**src/rtl/riscv_ctrl_pkg.sv**
```systemverilog
// Shared encodings for the multi-cycle RV32I control path: opcodes, mux selects and FSM states.
package riscv_ctrl_pkg;

    localparam int unsigned OP_W = 7;

    localparam logic [OP_W-1:0] OP_LW    = 7'b0000011;
    localparam logic [OP_W-1:0] OP_SW    = 7'b0100011;
    localparam logic [OP_W-1:0] OP_RTYPE = 7'b0110011;
    localparam logic [OP_W-1:0] OP_IALU  = 7'b0010011;
    localparam logic [OP_W-1:0] OP_BEQ   = 7'b1100011;
    localparam logic [OP_W-1:0] OP_JAL   = 7'b1101111;

    typedef enum logic [1:0] {
        ALUOP_ADD   = 2'b00,
        ALUOP_SUB   = 2'b01,
        ALUOP_FUNCT = 2'b10
    } alu_op_e;

    typedef enum logic [1:0] {
        SRCA_PC    = 2'b00,
        SRCA_OLDPC = 2'b01,
        SRCA_RD1   = 2'b10
    } src_a_e;

    typedef enum logic [1:0] {
        SRCB_RD2  = 2'b00,
        SRCB_IMM  = 2'b01,
        SRCB_FOUR = 2'b10
    } src_b_e;

    typedef enum logic [1:0] {
        RES_ALUOUT    = 2'b00,
        RES_DATA      = 2'b01,
        RES_ALURESULT = 2'b10
    } result_src_e;

    typedef enum logic [1:0] {
        IMM_I = 2'b00,
        IMM_S = 2'b01,
        IMM_B = 2'b10,
        IMM_J = 2'b11
    } imm_src_e;

    typedef enum logic [3:0] {
        S_FETCH    = 4'd0,
        S_DECODE   = 4'd1,
        S_MEMADR   = 4'd2,
        S_MEMREAD  = 4'd3,
        S_MEMWB    = 4'd4,
        S_MEMWRITE = 4'd5,
        S_EXECR    = 4'd6,
        S_EXECI    = 4'd7,
        S_ALUWB    = 4'd8,
        S_BEQ      = 4'd9,
        S_JAL      = 4'd10,
        S_TRAP     = 4'd11
    } state_e;

    // Immediate format is a pure function of the opcode; unknown opcodes fall back to I.
    function automatic imm_src_e imm_src_of(input logic [OP_W-1:0] op);
        imm_src_e imm;
        case (op)
            OP_SW:   imm = IMM_S;
            OP_BEQ:  imm = IMM_B;
            OP_JAL:  imm = IMM_J;
            default: imm = IMM_I;
        endcase
        return imm;
    endfunction

endpackage

```
**src/rtl/multicycle_controller.sv**
```systemverilog
// Main control FSM of the multi-cycle RV32I core: sequences the shared ALU, memory port and register file.
module multicycle_controller
    import riscv_ctrl_pkg::*;
(
    input  logic            clk,
    input  logic            rst,
    input  logic [OP_W-1:0] op,
    input  logic            zero,
    input  logic            mem_ready,
    output logic [1:0]      ALUOp,
    output logic [1:0]      ALUSrcA,
    output logic [1:0]      ALUSrcB,
    output logic [1:0]      ResultSrc,
    output logic [1:0]      ImmSrc,
    output logic            AdrSrc,
    output logic            IRWrite,
    output logic            PCWrite,
    output logic            RegWrite,
    output logic            MemWrite,
    output logic            illegal
);

    state_e      state_q;
    state_e      state_d;
    alu_op_e     alu_op_c;
    src_a_e      src_a_c;
    src_b_e      src_b_c;
    result_src_e result_src_c;
    logic        adr_src_c;
    logic        ir_write_c;
    logic        pc_update_c;
    logic        branch_c;
    logic        reg_write_c;
    logic        mem_write_c;
    logic        illegal_c;

    // State register; reset parks the FSM in FETCH without waiting for a clock.
    always_ff @(posedge clk or negedge rst) begin
        if (!rst) begin
            state_q <= S_FETCH;
        end else begin
            state_q <= state_d;
        end
    end

    // Next-state and per-state datapath controls.
    always_comb begin
        state_d      = state_q;
        alu_op_c     = ALUOP_ADD;
        src_a_c      = SRCA_PC;
        src_b_c      = SRCB_RD2;
        result_src_c = RES_ALUOUT;
        adr_src_c    = 1'b0;
        ir_write_c   = 1'b0;
        pc_update_c  = 1'b0;
        branch_c     = 1'b0;
        reg_write_c  = 1'b0;
        mem_write_c  = 1'b0;
        illegal_c    = 1'b0;

        case (state_q)
            S_FETCH: begin
                src_b_c      = SRCB_FOUR;
                result_src_c = RES_ALURESULT;
                ir_write_c   = mem_ready;
                pc_update_c  = mem_ready;
                if (mem_ready) begin
                    state_d = S_DECODE;
                end
            end
            S_DECODE: begin
                // ALU precomputes OldPC + imm so BEQ can use it as the branch target.
                src_a_c = SRCA_OLDPC;
                src_b_c = SRCB_IMM;
                case (op)
                    OP_LW, OP_SW: state_d = S_MEMADR;
                    OP_RTYPE:     state_d = S_EXECR;
                    OP_IALU:      state_d = S_EXECI;
                    OP_BEQ:       state_d = S_BEQ;
                    OP_JAL:       state_d = S_JAL;
                    default:      state_d = S_TRAP;
                endcase
            end
            S_MEMADR: begin
                src_a_c = SRCA_RD1;
                src_b_c = SRCB_IMM;
                state_d = (op == OP_SW) ? S_MEMWRITE : S_MEMREAD;
            end
            S_MEMREAD: begin
                adr_src_c = 1'b1;
                if (mem_ready) begin
                    state_d = S_MEMWB;
                end
            end
            S_MEMWB: begin
                result_src_c = RES_DATA;
                reg_write_c  = 1'b1;
                state_d      = S_FETCH;
            end
            S_MEMWRITE: begin
                adr_src_c   = 1'b1;
                mem_write_c = 1'b1;
                if (mem_ready) begin
                    state_d = S_FETCH;
                end
            end
            S_EXECR: begin
                src_a_c  = SRCA_RD1;
                src_b_c  = SRCB_RD2;
                alu_op_c = ALUOP_FUNCT;
                state_d  = S_ALUWB;
            end
            S_EXECI: begin
                src_a_c  = SRCA_RD1;
                src_b_c  = SRCB_IMM;
                alu_op_c = ALUOP_FUNCT;
                state_d  = S_ALUWB;
            end
            S_ALUWB: begin
                reg_write_c = 1'b1;
                state_d     = S_FETCH;
            end
            S_BEQ: begin
                src_a_c  = SRCA_RD1;
                src_b_c  = SRCB_RD2;
                alu_op_c = ALUOP_SUB;
                branch_c = 1'b1;
                state_d  = S_FETCH;
            end
            S_JAL: begin
                // PC takes the target from ALUOut while the ALU forms OldPC+4 for the link write.
                src_a_c     = SRCA_OLDPC;
                src_b_c     = SRCB_FOUR;
                pc_update_c = 1'b1;
                state_d     = S_ALUWB;
            end
            S_TRAP: begin
                illegal_c = 1'b1;
            end
            default: begin
                state_d = S_FETCH;
            end
        endcase
    end

    assign ALUOp     = alu_op_c;
    assign ALUSrcA   = src_a_c;
    assign ALUSrcB   = src_b_c;
    assign ResultSrc = result_src_c;
    assign ImmSrc    = imm_src_of(op);
    assign AdrSrc    = adr_src_c;

    // Enables are masked by reset so FETCH's mem_ready-driven strobes stay low while reset is held.
    assign IRWrite  = ir_write_c & rst;
    assign PCWrite  = (pc_update_c | (branch_c & zero)) & rst;
    assign RegWrite = reg_write_c & rst;
    assign MemWrite = mem_write_c & rst;
    assign illegal  = illegal_c & rst;

endmodule
```
**config.mk**
```make
export PLATFORM = sky130hd
export DESIGN_NAME = multicycle_controller
export DESIGN_NICKNAME = d
export VERILOG_FILES = /design/src/rtl/riscv_ctrl_pkg.sv /design/src/rtl/multicycle_controller.sv
export SDC_FILE = /design/constraint.sdc
export NUM_CORES = 1
export LEC_CHECK = 0
export CAP_MARGIN = 10
export CORE_ASPECT_RATIO = 1.1
export CORE_MARGIN = 4
export CORE_UTILIZATION = 30
export CTS_BUF_LIST = sky130_fd_sc_hd__clkbuf_2 sky130_fd_sc_hd__clkbuf_4 sky130_fd_sc_hd__clkbuf_8
export CTS_CLUSTER_DIAMETER = 200
export DETAILED_ROUTE_END_ITERATION = 6
export PLACE_DENSITY = 0.61
export SETUP_SLACK_MARGIN = 0.2
export SLEW_MARGIN = 20
export SYNTH_ARGS = -nofsm -noshare
export SYNTH_HDL_FRONTEND = slang
export SYNTH_SLANG_ARGS = --single-unit
```
**constraint.sdc**
```tcl
create_clock -name clk -period 3.5 [get_ports clk]
set_input_delay 0.875 -clock clk [delete_from_list [all_inputs] [get_ports clk]]
set_output_delay 0.875 -clock clk [all_outputs]
set_load 0.05 [all_outputs]
```
# Word level (Yosys, flattened, before mapping)
# Index checks and enable logic that the tools add are counted.
[op_classes]
bitwise = 8
n_eq_ne = 20
muxes = 18
n_reduce_logical = 11
[op_table]
columns = ["operator", "n"]
rows = [
  ["$pmux W4 S7", 1],
  ["$pmux W4 S5", 1],
  ["$eq A4 B3 Y1 const B", 4],
  ["$eq A4 B4 Y1 const B", 4],
  ["$pmux W2 S2", 4],
  ["$eq A7 B6 Y1 const B", 2],
  ["$eq A7 B7 Y1 const B", 2],
  ["$mux W4", 3],
  ["$reduce_or A2 Y1", 6],
  ["$eq A4 B2 Y1 const B", 2],
  ["$eq A7 B2 Y1 const B", 1],
  ["$eq A7 B5 Y1 const B", 1],
  ["$and A1 B1 Y1", 6],
  ["$mux W1", 6],
  ["$ne A2 B2 Y1 const B", 3],
  ["$pmux W2 S3", 1],
  ["$reduce_or A3 Y1", 2],
  ["$eq A4 B1 Y1 const B", 1],
  ["$logic_not A4 Y1", 1],
  ["$reduce_and A4 Y1", 1],
  ["$reduce_or A4 Y1", 1],
  ["$mux W3", 1],
  ["$pmux W1 S2", 1],
  ["$not A1 Y1", 1],
  ["$or A1 B1 Y1", 1],
]
[totals]
output_inout_bits = 16
register_bits = 4
wordCells = 58
input_bits = 11

# Longest topological paths before layout
[logic_depth]
depth_word = 5
mapped_depth = 6

# Least setup slack after synthesis
# Ideal clock, no wire load.
[synth_timing]
path_kind = "input to output"
start = "in rst"
end = "out RegWrite"
path_buffers = 0
t_arrival_ns = 2.628
setup_slack_ns = -0.003
cell_stages = 2
path_cell_list = "inv_1 -> a2111oi_1"
[synth_between]
elab_chain_len = 1
[synth_lines]
columns = ["item", "line_no", "text"]
rows = [
  ["start, declared", "multicycle_controller.sv:6", "input logic rst,"],
  ["$and A1 B1 Y1", "multicycle_controller.sv:156", "assign RegWrite = reg_write_c & rst;"],
  ["end, declared", "multicycle_controller.sv:18", "output logic RegWrite,"],
]
# No other way between the ends.

# Final worst setup path
[layout_timing]
start = "reg state_q[1]"
end = "out ALUSrcA[0]"
[layout_between]
elab_chain_len = 3
[layout_lines]
columns = ["item", "line_no", "text"]
rows = [
  ["start, declared", "multicycle_controller.sv:23", "state_e state_q;"],
  ["start signal, assigned", "multicycle_controller.sv:42", "state_q <= state_d;"],
  ["$eq A4 B4 Y1, or another cell as far along", "multicycle_controller.sv:61", "case (state_q)"],
  ["$reduce_or A4 Y1 (no line) / $reduce_or A2 Y1 (equally long branches)", "n/a", ""],
  ["$pmux W2 S2 (*)", "multicycle_controller.sv:61", ""],
  ["end, declared", "multicycle_controller.sv:11", "output logic [1:0] ALUSrcA,"],
]
# Every way passes the cells marked *; elsewhere a longest branch is shown, timed or not.

==> metrics.md <==
| Metric | Value |
|---|---|
| Ys Warns | `0` |
| Most area-consuming cells after synthesis | `dfrtp_1, nor2b_1, nor2_1, buf_2, nor3_1` |
| Dpl hpwl | `1224 um` |
| R2R Path End | `state_q[0]` |
| Slew HR | `0.6203` |
| Gr usage total | `0.1180` |
| Cell taking the most area after synthesis | `dfrtp_1` |
| Outcome | `finished clean` |
| Final Setup Violations | `0` |
| Tmin final | `3.131 ns` |
| Post-synthesis sequential area ratio | `0.1766` |
| Main combinational cell family by area after synthesis | `simple AND/OR/NAND/NOR gates` |
| Clock Path Buffers | `2` |
| Syn avg cell area | `7.175 um^2` |
| Pre-antenna DRT Iters | `4` |
| Gate Count Post-Synth | `79` |
| CP Launch Type | `flip-flop` |
| Root Driver | `clkbuf_4` |
| Initial antenna violation count | `0` |
| CTS buffer count | `3` |
| Max Transition Viols Final | `0` |
| Power Dens Cells | `979.4 mW/mm^2` |
| Max-Cap Viols | `0` |
| Max rail drop VDD | `444.3 uV` |
| Kind of critical path | `flip-flop to primary output` |
| Layout area overhead | `60.49%` |
| Crit end category | `primary output` |
| Ant diodes | `0` |
| Syn_nets | `90` |
| Vias in the first global route | `566` |
| Largest net degree at the start of global routing | `18` |
| Worst-path clk slew | `0.04 ns` |
| Ys flop type | `dfrtp_1` |
| Yosys reg bits | `4` |
| Synth Cell Area | `566.8 um^2` |
| Setup tns final | `0 ns` |
| Vias after detailed routing | `658` |
| Post-synth EDFFs | `0` |
| CP startpoint | `state_q[1]` |
| Placed cell area | `887.1 um^2` |
| Worst Hold End | `state_q[2]` |
| Fmax | `0.3194 GHz` |
| # port buffers | `26` |
| Die ar. | `0.002650 mm^2` |
| Synth Area in XOR/XNOR | `0.06181` |
| Starting DRT DRC Count | `10` |
| Ys async rst share | `1.000` |
| Post-CTS Setup Repair Bufs | `0` |
| Wire length per cell | `12.82 um` |
| Rows | `16` |
| CP Data Required Time | `2.62 ns` |
| R2R depth | `4` |
| Period utilization | `0.8946` |
| Post-synth cell types | `34` |
| Hold path depth | `2` |
| Drt drc | `0` |
| NumNets Final | `116` |
| Max FFs per register | `4` |
| Filler cells | `177` |
| R2r setup slk | `1.94 ns` |
| Die width | `49.45 um` |
| Post_cts resized | `0` |
| Initial Util | `0.3181` |
| I/O pins | `27` |
| CTS tree | `built` |
| Routed Antenna Nets | `0` |
| Post-synthesis mux area share | `0` |
| First-pass GRT wire length | `2401 um` |
| Grt ovf | `0` |
| Hold buffer count at CTS | `0` |
| Final Wtd Congestion | `0.7647` |
| Final number of hold-violating endpoints | `0` |
| Vias per cell | `5.438` |
| P_leak | `0.3532 nW` |
| # clock sinks | `4` |
| Post-synth top area share | `0.1766` |
| Worst slew pin tran | `0.5695 ns` |
| Hold Crit Class | `flip-flop to flip-flop` |
| Worst skew pair latency | `0.24 ns` |
| Top Registers | `state_q: 4 flops` |
| # H-tree levels | `1` |
| RSZ-0062 raised after global routing | `no` |
| Die Ht | `53.59 um` |
| Hold Startpoint | `state_q[2]` |
| Largest Register | `state_q` |
| Compound-Gate Fraction of Synth Area | `0.2208` |
| Worst Clk Skew | `0.005378 ns` |
| Share of layout cells above drive strength 1 | `0.1942` |
| Final Cell Area | `909.6 um^2` |
| CORE AREA | `0.001782 mm^2` |
| Post-Synth Simple-Gate Area | `0.4503` |
| Synthesized-area fraction occupied by adder cells | `0` |
| Origin of the critical flop-to-flop path | `state_q[1]` |
| Drt total wl | `1551 um` |
| Critical path arrival | `2.26 ns` |
| Critical-path maximum fanout | `17` |
## cell usage after synthesis, types with 2 or more instances
library cell,count
nor2_1,8
nand2_1,6
buf_2,5
nor2b_1,5
nor3_1,5
a21oi_1,4
dfrtp_1,4
and3_1,3
nand2b_1,3
nand4_1,3
a21o_1,2
buf_4,2
inv_1,2
nand2_2,2
nor3b_1,2
o21ai_1,2
o32ai_1,2
xnor2_1,2
xor2_1,2
## per-layer routing
layer  routed length (um)  global-route usage
met1                  663              0.1292
met4                    0                   0
met3                  113             0.05263
met2                  774              0.2254
met5                    0                   0
## cells in the final DEF, fill, tap and decap left out, drive strengths merged
master,count
clkdlybuf4s50,19
buf,9
nor2,8
nand2,8
nor3,6
nor2b,5
a21oi,4
dfrtp,4
nand2b,4
and3,3
nand4,3
clkbuf,3
inv,3
xor2,2
xnor2,2
a21o,2
nor3b,2
o21ai,2
o32ai,2
nor4,2
and2,1
a2111oi,1
a31oi,1
o31ai,1
o311a,1
nand3b,1
a311oi,1
a32o,1
o2111ai,1
nand3,1
## cells by family (layout without fill, tap and decap cells)
family,count (synthesis),count (layout)
AOI/OAI and AO/OA,17,17
xor gates and xnor gates,4,4
and+or+nand+nor,44,44
DFF,4,4
buffers and inverters,10,34
## report_power, final
group | internal, mW | switching (mW) | total, mW
registers | 0.0679 | 0.0848 | 0.153
clock network | 0.0384 | 0.0200 | 0.0585
logic | 0.271 | 0.409 | 0.680
total | 0.377 | 0.514 | 0.891
## metrics by stage
stage | instances | setup WS (ns) | util | hold slack [ns] | power, mW
after detailed placement | 118 | 0.4104 | 0.4979 | 0.7803 | 0.8362
final | 121 | 0.3689 | 0.5105 | 0.7776 | 0.8909
after global routing | 121 | 0.2538 | 0.5105 | 0.8261 | 0.9449
after CTS | 121 | 0.3503 | 0.5105 | 0.7870 | 0.8978
after global placement | 118 | 0.4096 | 0.4979 | 0.7688 | 0.8308
after floorplan | 79 | 0.3429 | - | 0.5794 | 0.6413
## critical path: stages (launching register included)
cell,delay (ns)
dfrtp_1,0.69
nor2b_1,0.24
nand2_1,0.10
a21oi_1,0.16
clkdlybuf4s50_1,0.82
## worst max-delay path by stage
stage / to / slack, ns / depth (start not counted)
final: ALUSrcA[0] / 0.37 / 4
after global placement: PCWrite / 0.41 / 6
after global routing: ALUSrcA[0] / 0.25 / 4
after CTS: ALUSrcA[0] / 0.35 / 4
after detailed placement: PCWrite / 0.41 / 6
after floorplan: ImmSrc[1] / 0.34 / 4
## cell type report
| class | count | area (um^2) | share of cell area |
|---|---|---|---|
| Multi-Input combinational cell | 65 | 420.4 | 0.4622 |
| Timing Repair Buffer | 28 | 332.8 | 0.3659 |
| Sequential cell | 4 | 100.1 | 0.1100 |
| Clock buffer | 3 | 22.52 | 0.02476 |
| Tap cell | 18 | 22.52 | 0.02476 |
| Inverter | 3 | 11.26 | 0.01238 |
Note: power is estimated with default switching activity, not from simulation.
